--- src/rtl/tiny_soc_pkg.sv ---
// rtl/tiny_soc_pkg.sv - shared opcodes, ALU functions and instruction field helpers
// Purpose : constants shared by the core, the loader, the testbench and the assembler.
// Ports   : none (package).
package tiny_soc_pkg;

   // Opcodes (instruction bits [MSB -: 3])
   localparam logic [2:0] OP_ALU  = 3'b000;
   localparam logic [2:0] OP_OUT  = 3'b001;
   localparam logic [2:0] OP_BZ   = 3'b010;
   localparam logic [2:0] OP_IMM  = 3'b011;
   localparam logic [2:0] OP_JUMP = 3'b100;
   localparam logic [2:0] OP_NOP  = 3'b101;
   localparam logic [2:0] OP_HALT = 3'b110;
   localparam logic [2:0] OP_NOP2 = 3'b111;

   // ALU functions (instruction bits [2:0])
   localparam logic [2:0] FN_ADD  = 3'd0;
   localparam logic [2:0] FN_SUB  = 3'd1;
   localparam logic [2:0] FN_AND  = 3'd2;
   localparam logic [2:0] FN_OR   = 3'd3;
   localparam logic [2:0] FN_XOR  = 3'd4;
   localparam logic [2:0] FN_SHL  = 3'd5;
   localparam logic [2:0] FN_SHR  = 3'd6;
   localparam logic [2:0] FN_PASS = 3'd7;

   localparam int FUNC_W  = 3;
   localparam int RS2_LSB = FUNC_W;

   // Layout: op[3] | rd[ri] | rs1[ri] | rs2[ri] | func[3]
   function automatic int instr_width(input int ri);
      return 6 + 3 * ri;
   endfunction

   function automatic int rs1_lsb(input int ri);
      return FUNC_W + ri;
   endfunction

   function automatic int rd_lsb(input int ri);
      return FUNC_W + 2 * ri;
   endfunction

   function automatic int op_lsb(input int ri);
      return FUNC_W + 3 * ri;
   endfunction

   function automatic int num_chunks(input int instr_w, input int chunk_w);
      return (instr_w + chunk_w - 1) / chunk_w;
   endfunction

endpackage

--- src/rtl/tiny_soc_loader.sv ---
// rtl/tiny_soc_loader.sv - serial instruction loader for the tiny SoC core
// Purpose : assembles CHUNK_W-bit pieces (LSB chunk first) into instruction words and
//           writes them to imem[0..IMEM_DEPTH-1]; drops the loading flag after the last word.
// Ports   : clk, rst (sync, active-high), load_chunk (chunk input),
//           loading (1 while loading), wr_en/wr_addr/wr_data (imem write port).
module tiny_soc_loader
   import tiny_soc_pkg::*;
#(
   parameter int CHUNK_W    = 6,
   parameter int INSTR_W    = 12,
   parameter int IMEM_DEPTH = 16,
   parameter int PCW        = 4
) (
   input  logic               clk,
   input  logic               rst,
   input  logic [CHUNK_W-1:0] load_chunk,
   output logic               loading,
   output logic               wr_en,
   output logic [PCW-1:0]     wr_addr,
   output logic [INSTR_W-1:0] wr_data
);

   localparam int NCHUNK = num_chunks(INSTR_W, CHUNK_W);
   localparam int TOT_W  = NCHUNK * CHUNK_W;
   localparam int CW     = (NCHUNK > 1) ? $clog2(NCHUNK) : 1;

   logic [TOT_W-1:0] r_shift;
   logic [TOT_W-1:0] w_shift_next;
   logic [CW-1:0]    r_cnt;
   logic [PCW-1:0]   r_wr_ptr;
   logic             r_loading;
   logic             w_last;

   // New chunk enters at the top; after NCHUNK chunks the first one sits at bit 0.
   // Surplus top bits of the final chunk fall outside INSTR_W and are dropped.
   assign w_shift_next = (r_shift >> CHUNK_W) | (TOT_W'(load_chunk) << (TOT_W - CHUNK_W));
   assign w_last       = (r_cnt == CW'(NCHUNK - 1));

   assign loading = r_loading;
   assign wr_en   = r_loading && w_last;
   assign wr_addr = r_wr_ptr;
   assign wr_data = w_shift_next[INSTR_W-1:0];

   always_ff @(posedge clk) begin
      if (rst) begin
         r_shift   <= '0;
         r_cnt     <= '0;
         r_wr_ptr  <= '0;
         r_loading <= 1'b1;
      end else if (r_loading) begin
         r_shift <= w_shift_next;
         if (w_last) begin
            r_cnt    <= '0;
            r_wr_ptr <= r_wr_ptr + 1'b1;
            if (r_wr_ptr == PCW'(IMEM_DEPTH - 1))
               r_loading <= 1'b0;
         end else begin
            r_cnt <= r_cnt + 1'b1;
         end
      end
   end

endmodule

--- src/rtl/tiny_soc_core.sv ---
// rtl/tiny_soc_core.sv - tiny SoC core: serial program load then one instruction per cycle
// Purpose : holds imem, register file, ALU and pc; executes loaded program after load.
// Ports   : clk, rst (sync, active-high), load_chunk (serial program input),
//           out_data (last OUT value, zero-extended), pc (program counter),
//           loading (1 during load phase), halted (1 after HALT).
module tiny_soc_core
   import tiny_soc_pkg::*;
#(
   parameter int  CHUNK_W    = 6,
   parameter int  DATA_W     = 4,
   parameter int  NUM_REGS   = 4,
   parameter int  IMEM_DEPTH = 16,
   parameter int  OUT_W      = 8,
   localparam int PCW        = $clog2(IMEM_DEPTH)
) (
   input  logic               clk,
   input  logic               rst,
   input  logic [CHUNK_W-1:0] load_chunk,
   output logic [OUT_W-1:0]   out_data,
   output logic [PCW-1:0]     pc,
   output logic               loading,
   output logic               halted
);

   localparam int RI      = $clog2(NUM_REGS);
   localparam int INSTR_W = instr_width(RI);
   localparam int OP_L    = op_lsb(RI);
   localparam int RD_L    = rd_lsb(RI);
   localparam int RS1_L   = rs1_lsb(RI);

   logic [INSTR_W-1:0] r_imem [IMEM_DEPTH];
   logic [DATA_W-1:0]  r_regs [NUM_REGS];
   logic [PCW-1:0]     r_pc;
   logic [OUT_W-1:0]   r_out;
   logic               r_halted;

   logic               w_loading;
   logic               w_wr_en;
   logic [PCW-1:0]     w_wr_addr;
   logic [INSTR_W-1:0] w_wr_data;

   logic [INSTR_W-1:0] w_instr;
   logic [2:0]         w_op;
   logic [RI-1:0]      w_rd;
   logic [RI-1:0]      w_rs1;
   logic [RI-1:0]      w_rs2;
   logic [2:0]         w_func;
   logic [DATA_W-1:0]  w_imm;
   logic [DATA_W-1:0]  w_a;
   logic [DATA_W-1:0]  w_b;
   logic [DATA_W-1:0]  w_alu;
   logic [PCW-1:0]     w_tgt;

   tiny_soc_loader #(
      .CHUNK_W    (CHUNK_W),
      .INSTR_W    (INSTR_W),
      .IMEM_DEPTH (IMEM_DEPTH),
      .PCW        (PCW)
   ) u_loader (
      .clk        (clk),
      .rst        (rst),
      .load_chunk (load_chunk),
      .loading    (w_loading),
      .wr_en      (w_wr_en),
      .wr_addr    (w_wr_addr),
      .wr_data    (w_wr_data)
   );

   // Program memory is deliberately not reset.
   always_ff @(posedge clk) begin
      if (w_wr_en)
         r_imem[w_wr_addr] <= w_wr_data;
   end

   assign w_instr = r_imem[r_pc];
   assign w_op    = w_instr[OP_L +: 3];
   assign w_rd    = w_instr[RD_L +: RI];
   assign w_rs1   = w_instr[RS1_L +: RI];
   assign w_rs2   = w_instr[RS2_LSB +: RI];
   assign w_func  = w_instr[FUNC_W-1:0];
   assign w_imm   = w_instr[DATA_W-1:0];   // overlaps rs2/func by design
   assign w_a     = r_regs[w_rs1];
   assign w_b     = r_regs[w_rs2];
   assign w_tgt   = PCW'(w_b);             // zero-extend or truncate to pc width

   always_comb begin
      w_alu = w_a;
      case (w_func)
         FN_ADD:  w_alu = w_a + w_b;
         FN_SUB:  w_alu = w_a - w_b;
         FN_AND:  w_alu = w_a & w_b;
         FN_OR:   w_alu = w_a | w_b;
         FN_XOR:  w_alu = w_a ^ w_b;
         FN_SHL:  w_alu = w_a << 1;
         FN_SHR:  w_alu = w_a >> 1;
         FN_PASS: w_alu = w_a;
         default: w_alu = w_a;
      endcase
   end

   always_ff @(posedge clk) begin
      if (rst) begin
         r_pc     <= '0;
         r_out    <= '0;
         r_halted <= 1'b0;
         for (int i = 0; i < NUM_REGS; i++)
            r_regs[i] <= '0;
      end else if (w_loading) begin
         r_pc <= '0;
      end else if (!r_halted) begin
         r_pc <= r_pc + 1'b1;
         case (w_op)
            OP_ALU:  r_regs[w_rd] <= w_alu;
            OP_OUT:  r_out <= OUT_W'(w_a);
            OP_BZ:   if (w_a == '0) r_pc <= w_tgt;
            OP_IMM:  r_regs[w_rd] <= w_imm;
            OP_JUMP: r_pc <= w_tgt;
            OP_HALT: begin
               r_halted <= 1'b1;
               r_pc     <= r_pc;   // pc stays on the HALT instruction
            end
            OP_NOP, OP_NOP2: ;
            default: ;
         endcase
      end
   end

   assign out_data = r_out;
   assign pc       = r_pc;
   assign loading  = w_loading;
   assign halted   = r_halted;

endmodule

--- config.mk ---
export PLATFORM = sky130hd
export DESIGN_NAME = tiny_soc_core
export DESIGN_NICKNAME = d
export VERILOG_FILES = /design/src/rtl/tiny_soc_pkg.sv /design/src/rtl/tiny_soc_loader.sv /design/src/rtl/tiny_soc_core.sv
export SDC_FILE = /design/constraint.sdc
export NUM_CORES = 1
export LEC_CHECK = 0
export ABC_AREA = 1
export BUFFER_PORTS_ARGS = -buffer_cell sky130_fd_sc_hd__buf_2
export CAP_MARGIN = 20
export CORE_MARGIN = 2
export CORE_UTILIZATION = 38
export CTS_BUF_LIST = sky130_fd_sc_hd__clkbuf_8
export CTS_CLUSTER_DIAMETER = 60
export DETAILED_ROUTE_END_ITERATION = 8
export GPL_TIMING_DRIVEN = 0
export PLACE_DENSITY = 0.53
export SYNTH_ARGS = -nofsm -noshare
export SYNTH_HDL_FRONTEND = slang
export SYNTH_HIERARCHICAL = 1
export SYNTH_SLANG_ARGS = --single-unit
--- constraint.sdc ---
create_clock -name clk -period 3.2 [get_ports clk]
set_clock_uncertainty 0.15 [all_clocks]
set_input_delay 0.48 -clock clk [delete_from_list [all_inputs] [get_ports clk]]
set_output_delay 0.48 -clock clk [all_outputs]
set_load 0.05 [all_outputs]
==> results of run 1 <==
[layer usage]
metal	vias to the layer above	wire, µm	global-route usage [%]
met5	-	0	0
met4	0	645	6.12
met3	47	1920	3.15
met2	237	14400	33.4
met1	3843	14200	30.3
li1	3722	-	-
[worst max path at each step]
| stage | startpoint | to | slack, ps |
|---|---|---|---|
| 2_1_floorplan | flip-flop | r_regs[2][3] | 0.9 |
| 3_3_place_gp | flip-flop | r_regs[2][3] | -990 |
| 3_5_place_dp | flip-flop | r_regs[2][3] | -910 |
| 4_1_cts | flip-flop | r_regs[2][3] | -170 |
| 5_1_grt | flip-flop | r_regs[1][3] | -530 |
| 6_report | flip-flop | r_regs[3][3] | -270 |
[tightest hold or removal path, cell delays in order]
cell    delay [ps]
buf_2          120
nor2_1          50
nor2_1          80
[power groups by stage]
| stage | Clock, W | Combinational, W | Sequential [W] |
|---|---|---|---|
| floorplan | 0 | 0.000267 | 0.00343 |
| global placement | 0 | 0.000361 | 0.00345 |
| detailed placement | 0 | 0.000374 | 0.00345 |
| CTS | 0.00249 | 0.000434 | 0.00338 |
| global route | 0.00261 | 0.000537 | 0.00339 |
| finish | 0.00244 | 0.000491 | 0.00338 |
[cell usage in the layout, fill, tap and decap left out, types with 29 or more instances in the layout]
master | synthesis | layout
nand2_1 | 176 | 155
nor2_1 | 123 | 105
nand3_1 | 116 | 81
buf_2 | 19 | 29
clkbuf_8 | 0 | 41
o21ai_0 | 63 | 61
inv_1 | 74 | 86
edfxtp_1 | 208 | 208
buf_4 | 15 | 47
nand3_2 | 3 | 31
[state kept, by name (all words and copies together), names as in the netlist, named ones only]
name and cells:
u_loader/r_cnt 1, out_data 4, u_loader/loading 1, u_loader/r_shift 6, u_loader/wr_addr 4, r_regs 16, pc 4, r_imem 192
halted 1
[logic make-up (layout without fill, tap and decap cells)]
kind of cell / Yosys count / after routing / share of synthesized area [%]
other: 1 / 4 / 0.0351
adders and majority gates: 15 / 15 / 1.83
DFF: 233 / 233 / 63.2
xor gates and xnor gates: 4 / 4 / 0.328
AOI/OAI and AO/OA: 159 / 159 / 9.14
buffers and inverters: 142 / 276 / 6.70
and+or+nand+nor: 456 / 456 / 18.8
[per-stage QoR]
stage,setup WS (ps),std cells,area (µm²),hold WS (ps)
final,-272,1525,13100,73.7
after global placement,-993,1408,11300,371
after global routing,-527,1525,13100,58.3
after floorplan,0.906,1013,10700,370
after detailed placement,-911,1424,11600,368
after CTS,-173,1515,12800,46.0
[final cells by class]
cell class              instances  area (µm²)  area share (%)
flip-flops and latches        233        6750            51.4
well taps                     378         473            3.60
clock inverters                25         140            1.07
inverters                      90         362            2.75
clock buffers                  41         564            4.30
plain buffers                  51         478            3.64
multi-input cells             638        3710            28.3
repair buffers                 69         648            4.94
[repair_timing]
action / CTS / global route
buffers inserted: 24 / 10
endpoints found under the setup margin: 36 / 24
pin swaps: 20 / 19
cloned: 2 / 0
gates resized for setup: 83 / 54
==> summary.md, run 1 <==
| Metric | Value |
|---|---|
| FF-to-FF setup slack | -270 ps |
| DRC Markers | 0 |
| Post-synth top area share | 58.5% |
| Net Sw Frac | 23.9% |
| Die H | 172 µm |
| Failing checks | setup timing |
| Setup TNS | -1840 ps |
| First-pass GRT wire length | 45000 µm |
| Crit Path Class | flip-flop to flip-flop |
| All-Layer GR Usage | 21.1% |
| Max VDD drop | 0.458 mV |
| Area Overhead vs Synth | 22.9% |
| Largest net degree at the start of global routing | 18 |
| Boundary pin count | 22 |
| H-tree levels | 2 |
| Number of synthesized flops with an enable pin | 208 |
| CP Depth | 25 |
| Relative slew slack | 55.9% |
| Syn Std Cell Area | 10700 µm² |
| Worst Setup End Kind | flip-flop |
| Most frequent cell after synthesis | edfxtp_1 |
| Post-layout min period | 3470 ps |
| I/O Buffers | 17 |
| Crit start category | flip-flop |
| Seq/Total Area, Yosys | 63.2% |
| Worst reg2reg path depth | 25 |
| CTS tree | built |
| 1st-iter DRT viols | 690 |
| Final Cycle Share | 109% |
| Post-synthesis async set-or-reset flop share | 0% |
| DP HPWL | 20800 µm |
| Longest Clk Path Bufs | 3 |
| Setup ws final | -272 ps |
| Core Util, Final | 47.4% |
| Die Footprint | 29500 µm² |
| Hold wc startpoint | load_chunk[5] |
| Comb power frac | 7.8% |
| WHS Path Cells | 3 |
| Int Power | 0.00481 W |
| Fin nets | 1145 |
| Diodes inserted | 0 |
| CTS Buf Count | 39 |
| Antenna violations before repair | 0 |
| Peak Freq | 288 MHz |
| Reg clk slew, reported paths | 60 ps |
| Top post-synthesis cells by count | edfxtp_1, nand2_1, nor2_1 |
| Sw power | 0.00151 W |
| Core area | 27700 µm² |
| Seq pwr share | 53.5% |
| Clock sink count | 233 |
| Cells after Synth | 1010 |
| Chip Width | 172 µm |
| # setup viols final | 8 |
| Share of post-route cells with drive strength above 1 | 27.6% |
| First-pass iteration count of the detailed router | 5 |
| Drt via density | 5.15 |
| RSZ-0062 raised after global routing | true |
| Worst hold endpoint | u_loader/r_shift[11] |
| Worst Hold Class | primary input to flip-flop |
| CP max stage cell | dfxtp_2 |
| Worst-path maximum fanout | 6 |
| Area leader, netlist | edfxtp_1 |
| Yosys cell types | 39 |
| Endpoint of the worst register-to-register path | r_regs[3][3] |
| Final GP Congestion | 0.826 |
| WL final | 31200 µm |
| CP bufs+invs | 5 |
| Leakage | 5.03 nW |
| Top cells by area, synth | edfxtp_1, nand2_1, nand3_1 |
| Top_reg_cell synth | edfxtp_1 |
| Vias | 7849 |
| Syn_area_per_cell | 10.6 µm² |
| MaxCap Viol Count | 0 |
| CP peak stage delay | 340 ps |
| Pins Over Slew Limit | 0 |
| Vias in the first global route | 7319 |
| Synth Register Bits | 233 |
| Crit path DAT | 3600 ps |
| Skew-Pair Late Insertion Delay | 550 ps |
| Clock network fraction of design power | 38.7% |
| Synth Warn # | 6 |
| PwrDens | 481 nW/µm² |
| Final Hold Fails | 0 |
| DR WL/cell | 20.4 µm |
| Worst Path Required | 3330 ps |
| Grt ovf | 0 |
| Root Driver | clkbuf_8 |
| Status | complete, but fails checks |
| Antenna viol nets, final | 0 |
| Overall Power | 0.00632 W |
| FP Rows | 61 |
| Top Family by Delay on Critical Path | simple AND/OR/NAND/NOR gates |
| Fillers | 2548 |
| Hold buffer count at CTS | 0 |
| Initial Util | 38.6% |
| Worst slew pin tran | 661 ps |
(Power assumes the default switching activity.)
==> run 2, diff against run 1 <==
--- a/config.mk
+++ b/config.mk
@@ -14,7 +14,6 @@
 export CTS_CLUSTER_DIAMETER = 60
 export DETAILED_ROUTE_END_ITERATION = 8
 export GPL_TIMING_DRIVEN = 0
-export PLACE_DENSITY = 0.53
 export SYNTH_ARGS = -nofsm -noshare
 export SYNTH_HDL_FRONTEND = slang
 export SYNTH_HIERARCHICAL = 1
==> run 2 against run 1 <==
Compared with the run above: the flow still finishes with violations (setup timing); via count is 0.37% higher; fmax down 1.3%; non-clock buffer count fell by 4; wire length shrank 3.5%; worst hold slack got worse by 26 ps; sequential share of layout area is 0.13 points higher; critical path depth decreased by 5; critical endpoint is now r_regs[0][3]; highest routed layer unchanged.
==> summary.md, run 2 (synthesized netlist as in run 1, its figures left out) <==
| Metric | Value |
|---|---|
| Overall Power | 0.00639 W (+1.1%) |
| Final Cycle Share | 110% (+1.5 points) |
| CP max stage cell | dfxtp_1 |
| Share of post-route cells with drive strength above 1 | 28.0% (+0.35 points) |
| Area Overhead vs Synth | 22.6% |
| PwrDens | 488 nW/µm² (+1.3%) |
| WL final | 30100 µm (-3.5%) |
| Antenna viol nets, final | 0 (unchanged) |
| Crit start category | flip-flop |
| Worst Setup End Kind | flip-flop |
| Longest Clk Path Bufs | 3 (unchanged) |
| Setup ws final | -319 ps (-46.7 ps) |
| Worst-path maximum fanout | 10 (+4) |
| Relative slew slack | 34.7% (-21 points) |
| Vias in the first global route | 7258 (-0.83%) |
| Worst Path Required | 3340 ps (about the same) |
| CP peak stage delay | 390 ps (+50 ps) |
| Crit Path Class | flip-flop to flip-flop |
| Clock sink count | 233 (unchanged) |
| 1st-iter DRT viols | 754 (+9.3%) |
| Post-layout min period | 3520 ps (+46.7 ps) |
| First-pass GRT wire length | 43300 µm (-3.7%) |
| Worst slew pin tran | 978 ps (+317 ps) |
| Chip Width | 172 µm (unchanged) |
| Most common cell after layout, fill and taps aside | edfxtp_1 |
| Status | complete, but fails checks |
| Final Hold Fails | 0 (unchanged) |
| FF-to-FF setup slack | -320 ps (-50 ps) |
| Max VDD drop | 0.346 mV (-24%) |
| Failing checks | setup timing |
| # setup viols final | 12 (+4) |
| DP HPWL | 18800 µm (-9.4%) |
| Hold buffer count at CTS | 0 (unchanged) |
| Crit path DAT | 3660 ps (+60 ps) |
| Most frequent cells in the layout | edfxtp_1, nand2_1, nor2_1 |
| Max FFs per register | 192 (unchanged) |
| CP Cell Sequence | inv_1 -> buf_2 -> nand3_2 -> nand2_4 -> inv_6 -> nand3_4 -> nand2_4 -> ha_4 -> a21oi_4 -> xor2_1 -> ha_1 -> nand2_1 -> nor2_1 -> a211oi_2 -> nand3b_1 -> nand2_1 -> nand2_1 -> nand3_2 -> nand2_4 -> a21oi_2 |
| Final GP Congestion | 0.839 (+1.6%) |
| Reg clk slew, reported paths | 70 ps (about the same) |
| RSZ-0062 raised after global routing | true |
| Diodes inserted | 0 (unchanged) |
| Peak Freq | 284 MHz (-1.3%) |
| Vias | 7878 (+0.37%) |
| MaxCap Viol Count | 0 (unchanged) |
| Top Layer Used | met4 |
| Antenna violations before repair | 0 (unchanged) |
| Root Driver | clkbuf_8 |
| Met3 WL post-DR | 2060 µm (+7.5%) |
| Hold WS | 47.3 ps (-26.4 ps) |
| Top reg by flops | r_imem |
| All-Layer GR Usage | 20.1% (-1.1 points) |
| Worst reg2reg path depth | 20 (-20%) |
| Worst Hold Class | primary input to flip-flop |
| H-tree levels | 2 (unchanged) |
| Pre-CTS setup slack | -1040 ps (-126 ps) |
| DR WL/cell | 19.7 µm (-3.5%) |
| Worst hold endpoint | u_loader/r_shift[10] |
| Grt ovf | 0 (unchanged) |
| First-pass iteration count of the detailed router | 5 (unchanged) |
| Hold wc startpoint | load_chunk[4] |
| WHS Path Cells | 3 (unchanged) |
| Die Footprint | 29500 µm² (unchanged) |
| Largest net degree at the start of global routing | 18 (unchanged) |
| Metal2 WL | 14600 µm (+2.0%) |
| CTS tree | built |
| I/O Buffers | 17 (unchanged) |
| Design area | 13100 µm² (-0.28%) |
| Post-DP Area | 11500 µm² (-0.45%) |
| Skew-Pair Late Insertion Delay | 550 ps (about the same) |
| CTS Buf Count | 38 (-2.6%) |
| Endpoint of the worst register-to-register path | r_regs[0][3] |
| Die H | 172 µm (unchanged) |
| Fillers | 2485 (-2.5%) |
| Pins Over Slew Limit | 0 (unchanged) |
| Met1 wire length | 12400 µm (-13%) |
| Boundary pin count | 22 (unchanged) |
| Fin nets | 1140 (-0.44%) |
| Drt via density | 5.17 (+0.37%) |
| Core area | 27700 µm² (unchanged) |
| FP Rows | 61 (unchanged) |
| Leakage | 5.00 nW (-0.67%) |
| DRC Markers | 0 (unchanged) |
| Initial Util | 38.6% (unchanged) |
| Biggest regs | r_imem x192, r_regs x16, u_loader/r_shift x6 |
-- run 2: worst max-delay path: cells and delay by family, from the launching register on --
| family | cells | cell delay [ps] |
|---|---|---|
| compound gates | 3 | 380 |
| xor+xnor | 1 | 160 |
| fa+ha+maj | 2 | 440 |
| buf+inv | 3 | 660 |
| flops | 1 | 390 |
| simple gates | 11 | 1050 |
-- run 2: how the worst max path moves through the flow --
| stage | startpoint | endpoint | slack, ps | depth (start not counted) |
|---|---|---|---|---|
| 2_1_floorplan | flip-flop | r_regs[2][3] | 0.9 | 25 |
| 3_3_place_gp | flip-flop | r_regs[0][3] | -1020 | 19 |
| 3_5_place_dp | flip-flop | r_regs[0][3] | -1040 | 19 |
| 4_1_cts | flip-flop | r_regs[0][3] | -270 | 25 |
| 5_1_grt | flip-flop | r_regs[0][3] | -560 | 25 |
| 6_report | flip-flop | r_regs[0][3] | -320 | 20 |
-- run 2: layer usage --
metal | track usage [%] | up-vias
li1 | - | 3711
met1 | 26.2 | 3809
met2 | 34.2 | 297
met3 | 3.08 | 61
met4 | 7.00 | 0
met5 | 0 | -
-- run 2: cell type report --
type,count,area [µm²],share of cell area (%)
Sequential cell,233,6750,51.5
Multi-Input combinational cell,638,3740,28.5
Clock buffer,42,578,4.42
Timing Repair Buffer,65,548,4.19
Buffer,51,482,3.68
Tap cell,378,473,3.61
Inverter,90,359,2.74
Clock inverter,28,166,1.27
-- run 2: timing repair --
item                       4_1_cts  5_1_grt
setup buffers                   20       17
resized for setup               74       69
pin swaps                       28       38
setup endpoints to repair       32       32
-- run 2: metrics by stage --
| stage | cells | utilization (%) | TNS, ps |
|---|---|---|---|
| final | 1525 | 47.3 | -1720 |
| after global routing | 1525 | 47.3 | -4330 |
| after CTS | 1510 | 45.8 | -1350 |
| after detailed placement | 1420 | 41.6 | -11510 |
| after global placement | 1408 | 40.8 | -11540 |
| after floorplan | 1013 | - | 0 |
-- run 2: where the power goes --
group          internal [W]  total, W  switching, W  leakage [nW]
combinational      0.000182  0.000481      0.000299          2.46
clock               0.00131   0.00252       0.00122         0.430
sequential          0.00335   0.00338     0.0000335          2.11
total               0.00484   0.00639       0.00155          5.00
==> run 3, diff against run 2 <==
==> constraint.sdc (replaced) <==
create_clock -name clk -period 3.6 [get_ports clk]
set_clock_uncertainty 0.15 [all_clocks]
set_input_delay 0.54 -clock clk [delete_from_list [all_inputs] [get_ports clk]]
set_output_delay 0.54 -clock clk [all_outputs]
set_load 0.05 [all_outputs]
==> run 3 against run 2 <==
Compared with the run above: the flow now finishes without violations; non-clock buffer count is 13 lower; flip-flop and latch count stayed put; largest cell class unchanged; critical path depth is 1 higher; power is 13% lower; setup slack better by 380 ps; utilization is 1.2 points lower; global-route usage hardly changed; sequential power is 11% lower; via count is 0.71% lower; largest power group unchanged; first-iteration DRC count is 6.9% higher; design area is 2.6% lower; critical endpoint is now r_regs[2][3].
==> summary.md, run 3 (synthesized netlist as in run 1, its figures left out) <==
| Metric | Value |
|---|---|
| Status | finished clean |
| I/O Buffers | 17 (unchanged) |
| Int Power | 0.00423 W (-12%) |
| Worst slew pin tran | 999 ps (+20.7 ps) |
| DR WL/cell | 19.8 µm (+0.26%) |
| Antenna violations before repair | 0 (unchanged) |
| PwrDens | 435 nW/µm² (-11%) |
| Root Driver | clkbuf_8 |
| Comb power frac | 6.9% (-0.6 points) |
| Post-layout min period | 3540 ps (+18.4 ps) |
| Endpoint of the worst register-to-register path | r_regs[2][3] |
| Sw power | 0.00131 W (-15%) |
| WL final | 29900 µm (-0.60%) |
| DRC Markers | 0 (unchanged) |
| Seq pwr share | 54.2% (+1.2 points) |
| Die H | 172 µm (unchanged) |
| First-pass GRT wire length | 43100 µm (-0.46%) |
| Fin nets | 1127 (-1.1%) |
| RSZ-0062 raised after global routing | true |
| Core area | 27700 µm² (unchanged) |
| First-pass iteration count of the detailed router | 5 (unchanged) |
| CTS Buf Count | 38 (unchanged) |
| Leakage | 4.93 nW (-1.4%) |
| Most frequent cells in the layout | edfxtp_1, nand2_1, nor2_1 |
| Worst reg2reg path depth | 21 (+5.0%) |
| Skew-Pair Late Insertion Delay | 550 ps (about the same) |
| Clock network fraction of design power | 38.9% (-0.6 points) |
| Worst Path Required | 3710 ps (+370 ps) |
| Placed insts | 1420 (unchanged) |
| Pins Over Slew Limit | 0 (unchanged) |
| DP HPWL | 19300 µm (+2.7%) |
| Final Hold Fails | 0 (unchanged) |
| Max FFs per register | 192 (unchanged) |
| Clock sink count | 233 (unchanged) |
| Largest net degree at the start of global routing | 18 (unchanged) |
| Crit path DAT | 3640 ps (-20 ps) |
| Max VDD drop | 0.338 mV (-2.3%) |
| FP Rows | 61 (unchanged) |
| Share of post-route cells with drive strength above 1 | 23.8% (-4.2 points) |
| Drt via density | 5.17 (+0.14%) |
| Non-filler instance count after layout | 1512 (-0.85%) |
| Worst Hold Class | primary input to flip-flop |
| Initial Util | 38.6% (unchanged) |
| Vias in the first global route | 7104 (-2.1%) |
| Grt ovf | 0 (unchanged) |
| Biggest regs | r_imem x192, r_regs x16, u_loader/r_shift x6 |
| # setup viols final | 0 (-12) |
| Longest Clk Path Bufs | 3 (unchanged) |
| 1st-iter DRT viols | 806 (+6.9%) |
| Worst Setup End Kind | flip-flop |
| Chip Width | 172 µm (unchanged) |
| Crit Path Class | flip-flop to flip-flop |
| Area Overhead vs Synth | 19.4% |
| Final Cycle Share | 98.3% (-12 points) |
| All-Layer GR Usage | 20.1% (-0.044 points) |
| Antenna viol nets, final | 0 (unchanged) |
| Diodes inserted | 0 (unchanged) |
| CTS tree | built |
| CP endpoint | r_regs[2][3] |
| Vias | 7822 (-0.71%) |
| MaxCap Viol Count | 0 (unchanged) |
| Boundary pin count | 22 (unchanged) |
| Die Footprint | 29500 µm² (unchanged) |
| Net Sw Frac | 23.7% (-0.57 points) |
| Peak Freq | 283 MHz (-0.52%) |
| Worst-path maximum fanout | 10 (unchanged) |
| Top reg by flops | r_imem |
| Overall Power | 0.00555 W (-13%) |
| Relative slew slack | 33.4% (-1.4 points) |
| Crit start category | flip-flop |
| Fillers | 2548 (+2.5%) |
| FF-to-FF setup slack | 60 ps (+380 ps) |
| Most common cell after layout, fill and taps aside | edfxtp_1 |
| H-tree levels | 2 (unchanged) |
| Final GP Congestion | 0.827 (-1.5%) |
| Reg clk slew, reported paths | 60 ps (about the same) |
run 3: stage by stage:
step	instance area, µm²	setup TNS, ps	hold slack, ps	util [%]	setup WS, ps
6_report	12800	0	112	46.1	62.8
2_1_floorplan	10700	0	370	-	331
3_3_place_gp	11300	-3690	358	40.6	-572
4_1_cts	12400	0	95.3	44.6	9.94
5_1_grt	12800	-459	108	46.1	-119
3_5_place_dp	11500	-4350	366	41.4	-617
run 3: worst max-delay path, cell delays in order (launching register included):
cell	delay, ps
dfxtp_2	420
inv_2	50
buf_4	180
buf_4	200
nand3_2	90
nand3_2	100
nand3_2	110
nand2_4	110
buf_4	150
nand3_1	70
nand2_1	190
xor2_1	220
ha_1	340
nand2_1	80
nor2_1	40
a211oi_2	180
nand3b_1	170
nand2_1	60
nand2_1	50
nand3_1	80
nand2_2	130
a21oi_2	60
run 3: power by group through the flow:
stage / logic [W] / registers [W] / clock network (W)
2_1_floorplan: 0.000228 / 0.00305 / 0
3_3_place_gp: 0.000306 / 0.00306 / 0
3_5_place_dp: 0.000325 / 0.00306 / 0
4_1_cts: 0.000350 / 0.00301 / 0.00219
5_1_grt: 0.000422 / 0.00301 / 0.00229
6_report: 0.000383 / 0.00301 / 0.00216
run 3: cell type report:
type	count	area, µm²	share of cell area, %
clock buffers	44	606	4.75
inverters	90	359	2.81
flip-flops and latches	233	6750	52.9
well taps	378	473	3.71
clock inverters	26	110	0.863
multi-input cells	638	3530	27.6
repair buffers	51	474	3.72
plain buffers	52	460	3.61
run 3: worst min path at each step:
stage | start | endpoint | slack (ps) | depth (start not counted)
finish | load_chunk[1] | u_loader/r_shift[7] | 110 | 3
global route | load_chunk[1] | u_loader/r_shift[7] | 110 | 3
CTS | load_chunk[1] | u_loader/r_shift[7] | 100 | 3
detailed placement | halted | halted | 370 | 2
global placement | halted | halted | 360 | 2
floorplan | u_loader/wr_addr[0] | u_loader/wr_addr[0] | 370 | 2
run 3: timing repair:
item / CTS / global route
pin swaps: 12 / 20
setup endpoints to repair: 12 / 12
cloned: 0 / 2
hold buffers: 0 / 0
resized for setup: 34 / 63
setup buffers: 6 / 14
run 3: routing by layer:
layer | vias up | GRT usage, % | routed length (µm)
met2 | 294 | 32.5 | 14100
met3 | 42 | 3.57 | 2110
met4 | 0 | 5.82 | 593
li1 | 3687 | - | -
met1 | 3799 | 27.6 | 13000
met5 | - | 0 | 0
